--- src/rtl/regfile_scoreboard.sv ---
//==============================================================================
// Module      : regfile_scoreboard
// Description : Issue-side hazard controller and write-port arbiter for the
//               32x32 register file (x0 hardwired zero).
//               - One pending-write bit per architectural register.
//               - Decode is stalled on RAW/WAW hazards against in-flight
//                 writes.
//               - The single register-file write port is shared between
//                 wb0 (ALU/CSR) and wb1 (load unit) with a round-robin
//                 arbiter. After reset, wb0 has priority.
// Ports       : clk, reset_n (async, active-low)
//               issue_*      : decode handshake and operand/destination info
//               wb0_*, wb1_* : writeback requests, combinational grants
//               rf_rd_*      : register-file write port (lands on falling clk)
//               pending, busy, wb_unexpected : status
// Option      : `define SCOREBOARD_BYPASS_EN so that a register cleared by
//               this cycle's grant counts as not pending for issue_ready in
//               the same cycle.
// Revision    : 1.0 - initial release
//==============================================================================
`default_nettype none

package riscv;
   typedef logic [4:0]  addr_t;
   typedef logic [31:0] word_t;
endpackage

module regfile_scoreboard (
   input  logic         clk,
   input  logic         reset_n,
   input  logic         issue_valid,
   output logic         issue_ready,
   input  riscv::addr_t issue_rs1,
   input  riscv::addr_t issue_rs2,
   input  logic         issue_rs1_use,
   input  logic         issue_rs2_use,
   input  riscv::addr_t issue_rd,
   input  logic         issue_rd_en,
   input  logic         wb0_valid,
   input  logic         wb1_valid,
   output logic         wb0_ready,
   output logic         wb1_ready,
   input  riscv::addr_t wb0_addr,
   input  riscv::addr_t wb1_addr,
   input  riscv::word_t wb0_data,
   input  riscv::word_t wb1_data,
   output logic         rf_rd_en,
   output riscv::addr_t rf_rd_addr,
   output riscv::word_t rf_rd_data,
   output logic [31:0]  pending,
   output logic         busy,
   output logic         wb_unexpected
);

   // Round-robin pointer: 1 means wb1 wins the next contested cycle.
   logic         prio_wb1;

   logic         grant0;
   logic         grant1;
   logic         wb_write;
   logic [31:0]  clr_mask;
   logic [31:0]  set_mask;
   logic [31:0]  hazard_view;
   logic [31:0]  pending_next;
   logic         issue_fire;

   // Arbiter: a lone requester always wins; contention goes by the pointer.
   always_comb begin
      grant0 = wb0_valid && (!wb1_valid || !prio_wb1);
      grant1 = wb1_valid && (!wb0_valid ||  prio_wb1);
   end

   // Write port mux; when nothing is granted the wb0 payload is presented
   // but rf_rd_en stays low.
   always_comb begin
      rf_rd_addr = grant1 ? wb1_addr : wb0_addr;
      rf_rd_data = grant1 ? wb1_data : wb0_data;
      wb_write   = (grant0 || grant1) && (rf_rd_addr != 5'd0);
   end

   assign wb0_ready = grant0;
   assign wb1_ready = grant1;
   assign rf_rd_en  = wb_write;

   always_comb begin
      clr_mask = '0;
      if (wb_write) begin
         clr_mask = 32'd1 << rf_rd_addr;
      end
   end

`ifdef SCOREBOARD_BYPASS_EN
   // The falling-edge register-file write makes the value readable before
   // the next rising edge, so a register being retired this cycle is safe.
   assign hazard_view = pending & ~clr_mask;
`else
   assign hazard_view = pending;
`endif

   // x0 is never pending, so no special casing is needed for it here.
   always_comb begin
      issue_ready = !((issue_rs1_use && hazard_view[issue_rs1]) ||
                      (issue_rs2_use && hazard_view[issue_rs2]) ||
                      (issue_rd_en   && hazard_view[issue_rd]));
   end

   assign issue_fire = issue_valid && issue_ready;

   always_comb begin
      set_mask = '0;
      if (issue_fire && issue_rd_en && (issue_rd != 5'd0)) begin
         set_mask = 32'd1 << issue_rd;
      end
   end

   // Clear first, then set: a same-cycle set of the same register wins.
   assign pending_next = ((pending & ~clr_mask) | set_mask) & ~32'd1;

   assign busy = |pending;

   always_ff @(posedge clk or negedge reset_n) begin
      if (!reset_n) begin
         pending       <= '0;
         wb_unexpected <= 1'b0;
         prio_wb1      <= 1'b0;
      end else begin
         pending <= pending_next;
         if (wb_write && !pending[rf_rd_addr]) begin
            wb_unexpected <= 1'b1;
         end
         if (grant0) begin
            prio_wb1 <= 1'b1;
         end else if (grant1) begin
            prio_wb1 <= 1'b0;
         end
      end
   end

endmodule

`default_nettype wire

--- config.mk ---
export PLATFORM = sky130hd
export DESIGN_NAME = regfile_scoreboard
export DESIGN_NICKNAME = d
export VERILOG_FILES = /design/src/rtl/regfile_scoreboard.sv
export SDC_FILE = /design/constraint.sdc
export NUM_CORES = 1
export LEC_CHECK = 0
export CAP_MARGIN = 20
export CORE_ASPECT_RATIO = 1.4
export CORE_UTILIZATION = 40
export DETAILED_ROUTE_END_ITERATION = 6
export PLACE_DENSITY_LB_ADDON = 0.25
export SLEW_MARGIN = 10
export SYNTH_ARGS = -nofsm -noshare
export SYNTH_HDL_FRONTEND = slang
export SYNTH_SLANG_ARGS = --single-unit
export TNS_END_PERCENT = 1
--- constraint.sdc ---
create_clock -name clk -period 3.8 [get_ports clk]
set_input_delay 0.76 -clock clk [delete_from_list [all_inputs] [get_ports clk]]
set_output_delay 0.76 -clock clk [all_outputs]
set_load 0.02 [all_outputs]
==> flow_summary.yaml <==
final_layout:
  syn2layout_area_growth_pct: 71.27
  final_cells: 697
  most-common-layout-cells: "clkdlybuf4s50_1 (166), nand2_1 (118), o21ai_0 (62)"
  drive_gt1_frac: 0.1544
  num-nets-final: 692
  final_util: 0.7031
  layout_commonest_cell: "clkdlybuf4s50_1"
  design_area_mm2: 0.005415
worst_setup_path:
  crit_path_max_fanout: 7
  endpoint_kind: "primary output"
  crit_path_max_incr_delay_ps: 500
  path_cells: "clkdlybuf4s50_1 -> buf_6 -> mux4_2 -> mux2i_1 -> o22ai_1 -> or4_4 -> a21oi_1 -> buf_4"
  slowest_stage: "mux4_2"
  arrival_ps: 2930
  cp-start-kind: "input port"
  critical_path_class: "input port to primary output"
  crit_required_ps: 3040
sta:
  max_slew.worst_pin.slew_ps: 731.8
  max_freq_mhz: 271.1
  slew-limit-headroom: 0.5070
  period_minus_slack_ps: 3688
  rsz0062_at_grt: "no"
  drv_slew: 0
  finalCritPeriodShare: 0.9705
  hold_viol: 0
  setup_violations: 0
  setup_slack_ps: 111.9
  fin_worst_hold_slack_ps: 541.5
  fin_worst_skew_ps: 4.749
  finalSetupTns_ps: 0
clock_tree:
  htree_levels: 2
  insertion_delay_ps: 290
  cts_root_buf: "clkbuf_8"
  cts_buffers: 5
  cts.path.max_buffers: 2
  cts_sinks: 33
  cts_tree: "done"
  clk_pin_slew_worst_paths_ps: 70
synth:
  synth_area_mm2: 0.003162
  syn-num-nets: 492
  synth_warnings: 0
  synth_cells: 395
  ys.flop_type: "dfrtp_1"
  ys_types: 52
  syn_avg_cell_area_um2: 8.005
  ys_seq_area_frac: 0.2612
  async_flop_share: 1.000
  synth_edf_count: 0
  synth-seq-cells: 33
drt:
  vias: 4098
  drt_iter0_markers: 355
  routed_wl_um: 14020
  first_pass_iters: 5
  drc: 0
  detail_route.wl_per_cell_um: 20.12
  via_per_inst: 5.879
  drt.antenna.violating_nets: 0
die:
  die_y_um: 107.2
  coreArea_mm2: 0.007702
  rows: 38
  dieArea_mm2: 0.008269
  start_util: 0.4105
  die_w_um: 77.14
  pin_count: 172
power_and_ir_drop:
  max-vdd-ir-drop_mv: 0.1744
  p_leak_nw: 2.313
  comb_power_share: 0.532
  p_sw_mw: 0.8341
  fin_total_pwr_mw: 2.054
  p_clk_frac: 0.174
  p_int_mw: 1.220
  power_frac_seq: 0.294
  power.density_mw_per_mm2: 379.3
  sw_frac_of_total: 0.4061
placement:
  port_buffers: 170
  gp_congestion: 1.008
  pre_cts_ws_ps: -456.6
  post-place-cells: 687
  place.detailed.hpwl_um: 11030
  place_area_mm2: 0.005248
global_routing:
  grt_pass1_wl_um: 21770
  antenna_found_initial: 0
  grt_pass1_vias: 4224
  grt_use_total: 0.3494
  overflow: 0
  grt_max_degree: 34
job:
  maxCapViolations: 0
status:
  status: "completed"
min_path:
  hold_path.class: "register to register"
[final cells by class]
| type | count | area [µm²] |
|---|---|---|
| well taps | 100 | 125.1 |
| repair buffers | 213 | 2088 |
| clock buffers | 6 | 82.58 |
| flip-flops and latches | 33 | 825.8 |
| clock inverters | 2 | 37.54 |
| inverters | 11 | 41.29 |
| diodes | 1 | 2.502 |
| multi-input cells | 331 | 2212 |
| fillers | 633 | 2287 |
[critical path, delay by kind of cell]
family | cells | cell delay (ps)
AO/OA/AOI/OAI | 2 | 240
AND/OR/NAND/NOR | 1 | 490
multiplexers | 2 | 660
buffers and inverters | 3 | 790
[layer usage]
metal | track usage | wire length, µm | part of all wire | vias up
met1 | 0.3646 | 4535 | 0.32 | 1857
li1 | - | - | - | 1852
met3 | 0.08426 | 1522 | 0.11 | 71
met4 | 0.2278 | 909 | 0.065 | 0
met2 | 0.6188 | 7057 | 0.50 | 318
met5 | 0 | 0 | 0 | -
[what timing repair did]
action,CTS,global route
resized for setup,6,6
hold buffers,0,0
setup endpoints to repair,1,8
buffers inserted,0,0
gates cloned,1,0
hold endpoints to repair,0,0
pin swaps,0,0
[worst paths after layout]
path,startpoint,end,slack (ps),cells after the start
min in group asynchronous,reset_n,pending[2],880,2
max reg2reg,pending[7],pending[22],670,9
min,prio_wb1,prio_wb1,540,1
min reg2reg,prio_wb1,prio_wb1,540,1
max,issue_rs1[0],issue_ready,110,8
max in group asynchronous,reset_n,pending[27],2610,2
[cells by family after synthesis]
group	after synthesis	synth area share
muxes	46	0.2370
and+or+nand+nor	179	0.2521
AOI/OAI and AO/OA	105	0.2058
buffers and inverters	31	0.04274
DFF	33	0.2612
other	1	0.001186
[power groups by stage]
stage / Combinational (mW) / Clock (mW) / Sequential [mW]
after CTS: 1.09 / 0.351 / 0.594
after floorplan: 0.459 / 0 / 0.628
after global placement: 1.07 / 0 / 0.598
after detailed placement: 1.08 / 0 / 0.601
after global routing: 1.16 / 0.366 / 0.612
final: 1.09 / 0.357 / 0.604
[cells in the mapped netlist, types with 3 or more instances]
| cell | count | area (µm²) |
|---|---|---|
| nor2_1 | 10 | 37.54 |
| inv_1 | 9 | 33.78 |
| clkbuf_1 | 14 | 52.55 |
| buf_2 | 3 | 15.01 |
| nor2b_1 | 4 | 25.02 |
| dfrtp_1 | 33 | 825.8 |
| nand2b_1 | 8 | 50.05 |
| a211oi_1 | 3 | 22.52 |
| nand3_1 | 14 | 70.07 |
| mux4_2 | 23 | 518.0 |
| o21ai_2 | 7 | 61.31 |
| a221oi_1 | 5 | 43.79 |
| o32ai_1 | 3 | 26.28 |
| nor4_1 | 9 | 56.30 |
| a21oi_1 | 6 | 30.03 |
| mux2i_1 | 22 | 220.2 |
| o21ai_0 | 62 | 310.3 |
| nand2_1 | 119 | 446.7 |
[state kept, by name, indices dropped and copies added, names as in the netlist]
register,count
pending,31
prio_wb1,1
wb_unexpected,1
Note: power is estimated with default switching activity, not from simulation.
